[config.mk]
export PLATFORM = sky130hd
export DESIGN_NAME = fifo_uart_tx
export DESIGN_NICKNAME = d
export VERILOG_FILES = /design/src/rtl/fifo_uart_pkg.sv /design/src/rtl/uart_bit_timer.sv /design/src/rtl/fifo_uart_tx.sv
export SDC_FILE = /design/constraint.sdc
export NUM_CORES = 1
export LEC_CHECK = 0
export CAP_MARGIN = 5
export CORE_MARGIN = 2
export CORE_UTILIZATION = 45
export DETAILED_ROUTE_END_ITERATION = 10
export PLACE_DENSITY_LB_ADDON = 0.15
export SLEW_MARGIN = 20
export SYNTH_ARGS = -nofsm -noshare
export SYNTH_HDL_FRONTEND = slang
export SYNTH_SLANG_ARGS = --single-unit
[constraint.sdc]
create_clock -name clk -period 2.5 [get_ports clk]
set_input_delay 0.625 -clock clk [delete_from_list [all_inputs] [get_ports clk]]
set_output_delay 0.625 -clock clk [all_outputs]
set_load 0.03 [all_outputs]
[src/rtl/fifo_uart_pkg.sv]
// Shared types and constants for the FIFO-draining UART transmitter.
package fifo_uart_pkg;

   localparam int DATA_W     = 8;
   localparam int FRAME_BITS = 10;

   typedef enum logic [2:0] {
      IDLE,
      FETCH,
      START,
      DATA,
      STOP
   } uart_state_t;

endpackage

[src/rtl/uart_bit_timer.sv]
// Bit-period counter; bit_end marks the last clock of each UART bit.
module uart_bit_timer #(
   parameter int CLKS_PER_BIT = 4
) (
   input  logic clk,
   input  logic reset,
   input  logic clear,
   output logic bit_end
);

   localparam int CW = (CLKS_PER_BIT > 1) ? $clog2(CLKS_PER_BIT) : 1;
   localparam logic [CW-1:0] LAST = CW'(CLKS_PER_BIT - 1);

   logic [CW-1:0] cnt_q;
   logic [CW-1:0] cnt_d;

   always_comb begin
      cnt_d = cnt_q;
      if (clear || cnt_q == LAST) begin
         cnt_d = '0;
      end else begin
         cnt_d = cnt_q + CW'(1);
      end
   end

   always_ff @(posedge clk or posedge reset) begin
      if (reset) begin
         cnt_q <= '0;
      end else begin
         cnt_q <= cnt_d;
      end
   end

   assign bit_end = !clear && (cnt_q == LAST);

endmodule

[src/rtl/fifo_uart_tx.sv]
// Pops bytes from syn_fifo and sends them as back-to-back 8N1 frames.
module fifo_uart_tx #(
   parameter int DATA_W       = 8,
   parameter int CLKS_PER_BIT = 4
) (
   input  logic              clk,
   input  logic              reset,
   input  logic [DATA_W-1:0] fifo_data,
   input  logic              fifo_empty,
   output logic              fifo_read_en,
   output logic              tx,
   output logic              busy,
   output logic              tx_done
);

   import fifo_uart_pkg::*;

   localparam logic [2:0] LAST_BIT = 3'(DATA_W - 1);

   uart_state_t       state_q, state_d;
   logic [DATA_W-1:0] shift_q, shift_d;
   logic [2:0]        bit_idx_q, bit_idx_d;
   logic              tx_q, tx_d;
   logic              bit_end;
   logic              timer_clear;

   assign timer_clear = (state_q == IDLE) || (state_q == FETCH);

   uart_bit_timer #(
      .CLKS_PER_BIT(CLKS_PER_BIT)
   ) u_timer (
      .clk    (clk),
      .reset  (reset),
      .clear  (timer_clear),
      .bit_end(bit_end)
   );

   always_comb begin
      state_d   = state_q;
      shift_d   = shift_q;
      bit_idx_d = bit_idx_q;
      unique case (state_q)
         IDLE: begin
            if (!fifo_empty) state_d = FETCH;
         end
         FETCH: begin
            shift_d   = fifo_data;
            bit_idx_d = '0;
            state_d   = START;
         end
         START: begin
            if (bit_end) begin
               state_d   = DATA;
               bit_idx_d = '0;
            end
         end
         DATA: begin
            if (bit_end) begin
               shift_d = shift_q >> 1;
               if (bit_idx_q == LAST_BIT) begin
                  state_d = STOP;
               end else begin
                  bit_idx_d = bit_idx_q + 3'd1;
               end
            end
         end
         STOP: begin
            if (bit_end) state_d = IDLE;
         end
         default: state_d = IDLE;
      endcase
      // Line level follows the next state so tx comes straight off a flop.
      tx_d = 1'b1;
      if (state_d == START) begin
         tx_d = 1'b0;
      end else if (state_d == DATA) begin
         tx_d = shift_d[0];
      end
   end

   always_ff @(posedge clk or posedge reset) begin
      if (reset) begin
         state_q   <= IDLE;
         shift_q   <= '0;
         bit_idx_q <= '0;
         tx_q      <= 1'b1;
      end else begin
         state_q   <= state_d;
         shift_q   <= shift_d;
         bit_idx_q <= bit_idx_d;
         tx_q      <= tx_d;
      end
   end

   assign fifo_read_en = !reset && (state_q == IDLE) && !fifo_empty;
   assign tx           = tx_q;
   assign busy         = (state_q != IDLE);
   assign tx_done      = (state_q == STOP) && bit_end;

endmodule

Yosys cells after proc, flatten, opt, wreduce, memory -nomap -nowiden

Index checks and enable logic that the tools add are counted.

Add/sub/neg operators: 2
Eq/ne operators: 11
Muxes and demuxes: 15
Reduce and logical (&&, ||, !) cells: 15

Operators with widths:

| cell                                           | number |
|---|---|
| two-way mux 3 bit                              | 8 |
| one-hot mux 8 bit (2 select lines)             | 1 |
| one-hot mux 3 bit (5 select lines)             | 1 |
| == test 3 x 2 -> 1 bit (second input constant) | 4 |
| one-hot mux 3 bit (3 select lines)             | 1 |
| two-way mux 8 bit                              | 1 |
| == test 3 bit (second input constant)          | 2 |
| != test 2 bit (second input constant)          | 3 |
| nonzero test 3 bit                             | 2 |
| logical AND 1 bit                              | 4 |
| AND reduction 4 bit                            | 1 |
| adder 3 x 1 -> 3 bit (second input constant)   | 1 |
| == test 3 x 1 -> 1 bit (second input constant) | 1 |
| logical NOT 1 bit                              | 3 |
| logical NOT 3 bit                              | 1 |
| adder 2 x 1 -> 2 bit (second input constant)   | 1 |
| == test 2 bit (second input constant)          | 1 |
| logical OR 1 bit                               | 2 |
| two-way mux 1 bit                              | 2 |
| two-way mux 2 bit                              | 1 |
| AND reduction 2 bit                            | 1 |
| nonzero test 2 bit                             | 1 |

Register bits after elaboration: 17
Input port bits: 11

Longest topological paths before layout

Gate-level depths: netlist of the first run.

Word-level depth: 9
Mapped depth: 6
Gate-level depth less buffers: 6

Hierarchy

A second synthesis of the first run with hierarchy kept.

Cell total of the unflattened synthesis: 76
Area, all modules: 848.3 µm²

Modules (own cells, without submodules):

| module         | times used | cells an instance | area an instance (µm²) | sequential area each (µm²) |
|---|---|---|---|---|
| fifo_uart_tx   | 1          | 69                | 750.7                  | 376.6 |
| uart_bit_timer | 1          | 7                 | 97.6                   | 50.0 |

Least setup slack after synthesis of the first run

OpenSTA, ideal clock, no wires.

Path kind: register to output
Start point: register state_q[0]
End point: output fifo_read_en
Arrival: 1,761 ps
Data required time: 1,875 ps
Slack: 114 ps
Stages on the path, launching flop included: 4
Buffers on the path: 1
Cell sequence: dfrtp_1 buf_2 or3_2 nor3_1

Word-level cells in the longest chain between the ends: 3

RTL lines:

| element                         | line               | source |
|---|---|---|
| from (decl)                     | fifo_uart_tx.sv:20 | `uart_state_t state_q, state_d;` |
| from (signal assigned)          | fifo_uart_tx.sv:88 | `state_q <= state_d;` |
| logical NOT 3 bit               | fifo_uart_tx.sv:95 | `assign fifo_read_en = !reset && (state_q == IDLE) && !fifo_empty;` |
| logical AND 1 bit (2 in series) | fifo_uart_tx.sv:95 |  |
| to (decl)                       | fifo_uart_tx.sv:10 | `output logic fifo_read_en,` |

No other way between the ends.

Final worst setup path of the first run

Start point: register state_q[1]
End point: output busy

Word-level cells in the longest chain between the ends: 1

RTL lines:

| element            | line               | source |
|---|---|---|
| nonzero test 3 bit | fifo_uart_tx.sv:97 | `assign busy = (state_q != IDLE);` |
| to (decl)          | fifo_uart_tx.sv:12 | `output logic busy,` |

No other way between the ends.

==> reports/metrics.csv, run 1 <==
stage,metric,value,unit
status,status,"complete, no violations",
finish,design_area,981,um2
floorplan,ioPinCount,15,
timing,rsz0062_at_grt,no,
clocking,clkTransAtPathRegs,100,ps
grt,gr-total-overflow,0,
floorplan,die_y,46.5,um
place,place_inst,113,
clocking,cts_tree,built,
timing,fin_skew,3.16,ps
place,gp_congestion,0.765,
floorplan,die-area,2160,um2
timing,worstMarginPinSlew,641,ps
timing,setup_viol,0,
detailed_routing,met2_length,691,um
timing,fmaxAchievable,443,MHz
synthesis,synth_edf_count,0,
power,p_leak,0.493,nW
detailed_routing,dr.pass1.iters,4,
finish,layout_common_cells,"dfrtp_1 (16), inv_1 (12), clkdlybuf4s50_1 (11)",
power,p_total,0.993,mW
critical_path,arrival,1630,ps
clocking,holdBufCountCts,0,
synthesis,synth_nets,92,
finish,final_common_cell,dfrtp_1,
floorplan,die_w,46.5,um
finish,stdcell_count,117,
detailed_routing,postRouteAntennaNets,0,
detailed_routing,remaining_drc_errors,0,
synthesis,synthesis.instances,78,
detailed_routing,via_per_inst,5.11,
timing,relSlewSlack,57.2,%
synthesis,synth.avg_cell_area,10.4,um2
grt,grt_antenna_before_repair,0,
timing,hold_slack,450,ps
power,vdd_ir_drop_max,0.579,mV
synthesis,ys_types,27,
detailed_routing,wirelength,1430,um
clocking,cts-root-buf,clkbuf_4,
floorplan,start_util,47.6,%
power,power_density,1010,nW/um2
floorplan,num_rows,15,
critical_path,worstSetupPathType,register to output port,
place,hpwl,1050,um
timing,final_max_slew_viol_count,0,
place,dp_slack,316,ps
floorplan,core,1710,um2
timing,setup_tns,0,ps
detailed_routing,avgRoutedWirePerCell,12.3,um
synthesis,synth.cell_area,813,um2
place,place_area,956,um2
finish,layout-drive-gt1-share,13.0,%
finish,area_growth,20.6,%
detailed_routing,vias,598,
synthesis,async_flop_share,100,%
clocking,cts_htree_levels,1,
grt,grt_pass1_vias,568,
finish,antenna_cells,0,
detailed_routing,met3WireLength,78,um
clocking,post_cts_buffers,0,
timing,hold_violations,0,
clocking,cts_num_sinks,17,
clocking,cts_buffer_depth,2,
timing,period_minus_slack,2260,ps
grt,gr-usage-all-layers,16.0,%
finish,final_util,57.4,%
finish,layout.nets,107,
clocking,cts-buffers-inserted,3,
synthesis,yosysSeqAreaShare,52.5,%
synthesis,synth-warning-count,0,
grt,grt_pass1_wl,2480,um
critical_path,worst_setup_path_end_kind,output port,
place,io_buffers,14,
job,drv_cap,0,
clocking,insertion_delay,280,ps
detailed_routing,drtIter0Drc,34,
detailed_routing,drt-met1-wl,665,um
timing,min_period_over_period,90.3,%
synthesis,ys_seq_elements,17,
critical_path,critPathRequiredTime,1880,ps
worst_hold_path,min_path_type,register to register,
grt,grt_max_degree,18,
detailed_routing,highest_layer,met3,
critical_path,crit_path_max_fanout,8,
critical_path,setup.worst_path.start_class,register,
timing,layout_setup_ws,243,ps
synthesis,synth_ff_type,dfrtp_1,
## registers in the layout, indices dropped and copies added, names as in the netlist
signal	cells
bit_idx_q	3
shift_q	8
state_q	3
tx	1
u_timer.cnt_q	2
## layout make-up
type / instances / area [um2]
multi-input cells: 45 / 315
clock inverters: 1 / 5.00
repair buffers: 14 / 135
flip-flops and latches: 17 / 427
clock buffers: 3 / 22.5
inverters: 12 / 45.0
well taps: 25 / 31.3
fillers: 154 / 727
## layer usage
layer	track usage [%]	up-vias
li1	-	298
met1	21.3	287
met2	26.4	13
met3	2.75	0
met4	5.14	0
met5	0	-
## logic make-up (layout without fill, tap and decap cells)
group	Yosys count	count (layout)	synth area share, %
AND/OR/NAND/NOR	27	27	17.1
buffers and inverters	16	30	8.77
flip-flops	17	17	52.5
multiplexers	3	3	3.85
AO/OA/AOI/OAI	12	12	13.2
adder cells (fa/ha/maj)	3	3	4.62
## synth_stat cells, types with 2 or more instances
master	number	area [um2]
inv_1	12	45.0
a222oi_1	7	70.1
nand2_1	7	26.3
nor3_1	3	15.0
ha_1	3	37.5
nor2_2	2	12.5
dfrtp_1	16	400
mux2i_1	2	20.0
buf_2	2	10.0
nor2_1	7	26.3
## critical path: stages (launching register included)
cell and delay (ps):
dfrtp_1 470, or3_2 510, dlygate4sd2_1 370
## worst paths after layout
kind                                             from                    endpoint  slack, ps  depth (start not counted)
setup / recovery                 state_q[1]$_DFF_PP0_                        busy        240                          2
hold / removal             u_timer.cnt_q[0]$_DFF_PP0_  u_timer.cnt_q[0]$_DFF_PP0_        450                          1
setup reg to reg             bit_idx_q[0]$_DFFE_PP0P_    bit_idx_q[0]$_DFFE_PP0P_        660                          6
hold reg to reg            u_timer.cnt_q[0]$_DFF_PP0_  u_timer.cnt_q[0]$_DFF_PP0_        450                          1
max in group asynchronous                       reset    bit_idx_q[1]$_DFFE_PP0P_       1340                          2
min in group asynchronous                       reset      shift_q[4]$_DFFE_PP0P_        750                          2
## power breakdown
| group | switching, mW | internal (mW) | total, mW | leakage (nW) |
|---|---|---|---|---|
| combinational | 0.215 | 0.189 | 0.404 | 0.265 |
| clock | 0.0843 | 0.0593 | 0.144 | 0.0177 |
| sequential | 0.0629 | 0.382 | 0.445 | 0.210 |
| total | 0.362 | 0.631 | 0.993 | 0.493 |
## repair_timing
| action | 4_1_cts | 5_1_grt |
|---|---|---|
| endpoints found under the hold margin | 0 | 0 |
| setup endpoints to repair | 2 | 0 |
| resized for setup | 2 | 0 |
(Power assumes the default switching activity.)
==> inputs of run 2 (changes only) <==
--- a/config.mk
+++ b/config.mk
@@ -9,6 +9,7 @@
 export CORE_MARGIN = 2
 export CORE_UTILIZATION = 45
 export DETAILED_ROUTE_END_ITERATION = 10
+export DONT_BUFFER_PORTS = 1
 export PLACE_DENSITY_LB_ADDON = 0.15
 export SLEW_MARGIN = 20
 export SYNTH_ARGS = -nofsm -noshare
==> run 2 against run 1 <==
  * Final cell count fell by 11%
  * Sequential share of layout area up 6.5 points
  * Core utilization fell by 7.5 points
  * First-iteration DRC count up 26%
  * Via count fell by 6.7%
  * Count of clock-buffer cells in the layout unchanged
  * Cell area fell by 13%
  * Combinational power is 9.2% lower
  * Non-clock buffer count down 13
==> reports/metrics.csv, run 2 (synthesis gave the netlist of run 1 again) <==
stage,metric,value,unit,change
clocking,cts_num_sinks,17,,unchanged
critical_path,arrival,1750,ps,was 1630 ps
place,place_inst,100,,was 113
critical_path,critPathRequiredTime,1880,ps,about the same
detailed_routing,dr.pass1.iters,5,,was 4
clocking,cts_buffer_depth,2,,unchanged
detailed_routing,postRouteAntennaNets,0,,unchanged
finish,design_area,853,um2,was 981 um2
clocking,cts_tree,built,,unchanged
floorplan,ioPinCount,15,,unchanged
clocking,cts_htree_levels,1,,unchanged
critical_path,worst_path_max_delay_cell,or3_2,,unchanged
finish,largest_reg_flops,8,,unchanged
floorplan,num_rows,15,,unchanged
timing,min_period_over_period,95.0,%,was 90.3%
timing,hold_slack,298,ps,was 450 ps
grt,grt_pass1_wl,2170,um,was 2480 um
clocking,cts-buffers-inserted,3,,unchanged
power,vdd_ir_drop_max,0.621,mV,was 0.579 mV
power,power_density,1130,nW/um2,was 1010 nW/um2
critical_path,cpLargestDelayFamily,simple AND/OR/NAND/NOR gates,,unchanged
detailed_routing,via_per_inst,5.37,,was 5.11
critical_path,crit_path_max_fanout,8,,unchanged
worst_hold_path,min_path_type,primary input to async pin,,was register to register
floorplan,die_w,46.5,um,unchanged
job,drv_cap,0,,unchanged
critical_path,worstSetupPathType,register to output port,,unchanged
finish,antenna_cells,0,,unchanged
detailed_routing,vias,558,,was 598
finish,layout_common_cells,"dfrtp_1 (16), inv_1 (12), a222oi_1 (7), nor2_1 (7), nand2_1 (7)",,"was dfrtp_1 (16), inv_1 (12), clkdlybuf4s50_1 (11)"
clocking,clkTransAtPathRegs,90,ps,was 100 ps
clocking,holdBufCountCts,0,,unchanged
timing,setup_viol,0,,unchanged
critical_path,path_cells,or3_2 -> nor3_1 -> buf_4,,was or3_2 -> dlygate4sd2_1
finish,stdcell_count,104,,was 117
floorplan,start_util,47.6,%,unchanged
timing,fmaxAchievable,421,MHz,was 443 MHz
clocking,insertion_delay,290,ps,was 280 ps
detailed_routing,wirelength,1350,um,was 1430 um
timing,rsz0062_at_grt,no,,unchanged
finish,layout-drive-gt1-share,15.2,%,was 13.0%
timing,setup_tns,0,ps,unchanged
power,p_leak,0.440,nW,was 0.493 nW
detailed_routing,remaining_drc_errors,0,,unchanged
timing,worstMarginPinSlew,641,ps,about the same
critical_path,worst_setup_path_end_kind,output port,,unchanged
critical_path,crit_path_max_incr_delay,630,ps,was 510 ps
grt,gr-total-overflow,0,,unchanged
finish,area_growth,4.92,%,was 20.6%
timing,hold_violations,0,,unchanged
grt,grt_max_degree,18,,unchanged
finish,reg_top3,"shift_q x8, bit_idx_q x3, state_q x3",,unchanged
grt,grt_pass1_vias,463,,was 568
critical_path,setup.worst_path.start_class,register,,unchanged
place,io_buffers,0,,was 14
place,place_area,826,um2,was 956 um2
floorplan,die-area,2160,um2,unchanged
timing,fin_skew,1.17,ps,was 3.16 ps
detailed_routing,drtIter0Drc,43,,was 34
clocking,post_cts_buffers,0,,unchanged
critical_path,path_buf_inv,1,,unchanged
timing,final_max_slew_viol_count,0,,unchanged
floorplan,core,1710,um2,unchanged
place,gp_congestion,0.760,,was 0.765
timing,relSlewSlack,57.2,%,about the same
status,status,"complete, no violations",,unchanged
detailed_routing,avgRoutedWirePerCell,13.0,um,was 12.3 um
finish,final_common_cell,dfrtp_1,,unchanged
grt,gr-usage-all-layers,14.5,%,was 16.0%
clocking,cts_resized,0,,was 2
timing,period_minus_slack,2380,ps,was 2260 ps
finish,regMostFlops,shift_q,,unchanged
floorplan,die_y,46.5,um,unchanged
finish,layout.nets,94,,was 107
clocking,cts-root-buf,clkbuf_4,,unchanged
grt,grt_antenna_before_repair,0,,unchanged
place,hpwl,1010,um,was 1050 um
## run 2: changes by cell type in the layout (fill, tap and decap cells not counted)
cell / previous run / this run
clkdlybuf4s50_1: 11 / 0
dlygate4sd2_1: 2 / 0
## run 2: path summary, 6_finish.rpt
path | startpoint | slack, ps | endpoint | cells past startpoint
worst max register to register | bit_idx_q[0]$_DFFE_PP0P_ | 670 | bit_idx_q[0]$_DFFE_PP0P_ | 6
min in group clk | u_timer.cnt_q[0]$_DFF_PP0_ | 450 | u_timer.cnt_q[0]$_DFF_PP0_ | 1
max in group asynchronous | reset | 1790 | bit_idx_q[0]$_DFFE_PP0P_ | 1
worst max-delay path | state_q[1]$_DFF_PP0_ | 120 | fifo_read_en | 3
worst min-delay path | reset | 300 | shift_q[1]$_DFFE_PP0P_ | 1
worst min register to register | u_timer.cnt_q[0]$_DFF_PP0_ | 450 | u_timer.cnt_q[0]$_DFF_PP0_ | 1
## run 2: worst register-to-register path, stage by stage (launching register included)
cell and delay (ps):
dfrtp_1 410, ha_1 210, ha_1 210, nand2_1 70, nand2_1 60, a211oi_2 390, mux2_2 380
## run 2: cell type report
class | count | area, um2
timing repair buffer | 1 | 7.51
tap | 25 | 31.3
inverter | 12 | 45.0
clock inverter | 1 | 5.00
sequential | 17 | 427
fill | 162 | 855
clock buffer | 3 | 22.5
multi-input combinational | 45 | 315
## run 2: per-layer routing
layer | GRT usage (%) | part of all wire (%) | up-vias
met2 | 18.6 | 45 | 18
met3 | 6.27 | 7.5 | 0
met4 | 3.43 | 0 | 0
met5 | 0 | 0 | -
met1 | 21.9 | 47 | 263
li1 | - | - | 277
## run 2: through the flow
step / utilization [%] / setup slack (ps) / power (mW)
finish: 50.0 / 124 / 0.965
global route: 50.0 / 60.2 / 1.05
CTS: 50.0 / 114 / 0.975
detailed placement: 48.4 / 448 / 0.831
global placement: 48.4 / 465 / 0.822
floorplan: - / 114 / 0.766
## run 2: power breakdown
group	internal [mW]	leakage, nW	switching, mW
Combinational	0.168	0.212	0.199
Sequential	0.383	0.210	0.0716
Clock	0.0595	0.0177	0.0837
==> inputs of run 3 (changes only) <==
--- a/config.mk
+++ b/config.mk
@@ -7,7 +7,7 @@
 export LEC_CHECK = 0
 export CAP_MARGIN = 5
 export CORE_MARGIN = 2
-export CORE_UTILIZATION = 45
+export CORE_UTILIZATION = 50
 export DETAILED_ROUTE_END_ITERATION = 10
 export DONT_BUFFER_PORTS = 1
 export PLACE_DENSITY_LB_ADDON = 0.15
==> run 3 against run 2 <==
  * Count of clock-buffer cells in the layout stayed put
  * Critical path type unchanged
  * Combinational power up 4%
  * Power up 0.63%
  * Global-route usage rose by 1.3 points
==> reports/metrics.csv, run 3 (synthesis gave the netlist of run 1 again) <==
stage,metric,value,unit,change
status,status,"complete, no violations",,unchanged
finish,regMostFlops,shift_q,,unchanged
floorplan,core,1520,um2,was 1710 um2
place,io_buffers,0,,unchanged
grt,gr-total-overflow,0,,unchanged
critical_path,arrival,1730,ps,was 1750 ps
timing,period_minus_slack,2360,ps,was 2380 ps
grt,grt_pass1_vias,508,,was 463
timing,fmaxAchievable,424,MHz,was 421 MHz
detailed_routing,wirelength,1290,um,was 1350 um
floorplan,die-area,1970,um2,was 2160 um2
detailed_routing,drtIter0Drc,31,,was 43
clocking,cts-buffers-inserted,3,,unchanged
clocking,cts_htree_levels,1,,unchanged
timing,relSlewSlack,58.7,%,was 57.2%
clocking,post_cts_buffers,0,,unchanged
clocking,clkTransAtPathRegs,100,ps,was 90 ps
timing,rsz0062_at_grt,no,,unchanged
finish,final_common_cell,dfrtp_1,,unchanged
clocking,cts_buffer_depth,2,,unchanged
clocking,holdBufCountCts,0,,unchanged
grt,grt_max_degree,18,,unchanged
detailed_routing,vias,565,,was 558
critical_path,r2r_cells,6,,unchanged
clocking,cts_num_sinks,17,,unchanged
timing,hold_violations,0,,unchanged
floorplan,num_rows,14,,was 15
critical_path,crit_path_max_fanout,8,,unchanged
finish,final_util,55.7,%,was 50.0%
floorplan,start_util,53.4,%,was 47.6%
finish,area_growth,4.46,%,was 4.92%
timing,setup_tns,0,ps,unchanged
detailed_routing,dr.pass1.iters,6,,was 5
detailed_routing,postRouteAntennaNets,0,,unchanged
place,hpwl,957,um,was 1010 um
clocking,cts_resized,0,,unchanged
place,gp_congestion,0.707,,was 0.760
floorplan,die_w,44.3,um,was 46.5 um
finish,n_fill_cell,138,,was 162
worst_hold_path,min_path_type,primary input to async pin,,unchanged
floorplan,die_y,44.3,um,was 46.5 um
finish,largest_reg_flops,8,,unchanged
finish,antenna_cells,0,,unchanged
critical_path,setup.worst_path.start_class,register,,unchanged
grt,grt_pass1_wl,2190,um,was 2170 um
finish,layout-drive-gt1-share,16.3,%,was 15.2%
timing,fin_skew,5.10,ps,was 1.17 ps
grt,gr-usage-all-layers,15.8,%,was 14.5%
timing,min_period_over_period,94.3,%,was 95.0%
finish,layout.nets,95,,was 94
finish,reg_top3,"shift_q x8, bit_idx_q x3, state_q x3",,unchanged
clocking,cts-root-buf,clkbuf_4,,unchanged
critical_path,worstSetupPathType,register to output port,,unchanged
clocking,insertion_delay,290,ps,about the same
detailed_routing,avgRoutedWirePerCell,13.4,um,was 13.0 um
power,vdd_ir_drop_max,0.525,mV,was 0.621 mV
place,dp_slack,458,ps,was 448 ps
grt,grt_antenna_before_repair,0,,unchanged
critical_path,worst_setup_path_end_kind,output port,,unchanged
detailed_routing,via_per_inst,5.89,,was 5.37
timing,final_max_slew_viol_count,0,,unchanged
timing,layout_setup_ws,144,ps,was 124 ps
job,drv_cap,0,,unchanged
floorplan,ioPinCount,15,,unchanged
timing,worstMarginPinSlew,619,ps,was 641 ps
critical_path,critPathRequiredTime,1880,ps,about the same
power,p_leak,0.444,nW,was 0.440 nW
clocking,cts_tree,built,,unchanged
finish,layout_common_cells,"dfrtp_1 (16), inv_1 (12), a222oi_1 (7), nor2_1 (7), nand2_1 (7)",,unchanged
power,power_density,1140,nW/um2,was 1130 nW/um2
timing,setup_viol,0,,unchanged
detailed_routing,remaining_drc_errors,0,,unchanged
-- run 3: changes by cell type in the layout (fill, tap and decap cells not counted), sizes merged --
cell	change
buf	+1
-- run 3: area by class of cell --
| cell class | count | area [um2] | area share (%) |
|---|---|---|---|
| Multi-Input combinational cell | 45 | 315 | 37.1 |
| Inverter | 12 | 45.0 | 5.30 |
| Tap cell | 16 | 20.0 | 2.36 |
| Sequential cell | 17 | 427 | 50.2 |
| Timing Repair Buffer | 2 | 15.0 | 1.77 |
| Clock inverter | 1 | 5.00 | 0.589 |
| Clock buffer | 3 | 22.5 | 2.65 |
-- run 3: path summary, 6_finish.rpt --
| kind | end | slack (ps) | start |
|---|---|---|---|
| max in group asynchronous | shift_q[2]$_DFFE_PP0P_ | 1810 | reset |
| setup reg to reg | bit_idx_q[0]$_DFFE_PP0P_ | 690 | bit_idx_q[0]$_DFFE_PP0P_ |
| hold reg to reg | u_timer.cnt_q[0]$_DFF_PP0_ | 450 | u_timer.cnt_q[0]$_DFF_PP0_ |
| setup / recovery | fifo_read_en | 140 | state_q[1]$_DFF_PP0_ |
| min in group clk | u_timer.cnt_q[0]$_DFF_PP0_ | 450 | u_timer.cnt_q[0]$_DFF_PP0_ |
| hold / removal | state_q[0]$_DFF_PP0_ | 280 | reset |
-- run 3: per-stage QoR --
stage / std cells / area [um2] / hold slack (ps) / power [mW]
6_report: 96 / 850 / 284 / 0.971
5_1_grt: 96 / 850 / 332 / 1.06
4_1_cts: 96 / 850 / 303 / 0.981
3_5_place_dp: 92 / 822 / 441 / 0.834
3_3_place_gp: 92 / 822 / 440 / 0.824
2_1_floorplan: 78 / 813 / 419 / 0.766
-- run 3: metal layers --
layer	vias to the layer above	GRT usage, %	wire [um]
met5	-	0	0
met4	0	10.9	18
li1	278	-	-
met3	2	3.67	61
met2	8	21.5	602
met1	277	22.2	608
-- run 3: where the power goes --
group	leakage, nW	total [mW]	internal [mW]	switching, mW
sequential	0.210	0.445	0.383	0.0616
clock	0.0177	0.146	0.0594	0.0868
combinational	0.216	0.380	0.174	0.206
-- run 3: worst max-delay path, stage by stage, from the launching register on --
cell and delay, ps:
dfrtp_1 460, or3_2 620, nor3_1 170, buf_4 190
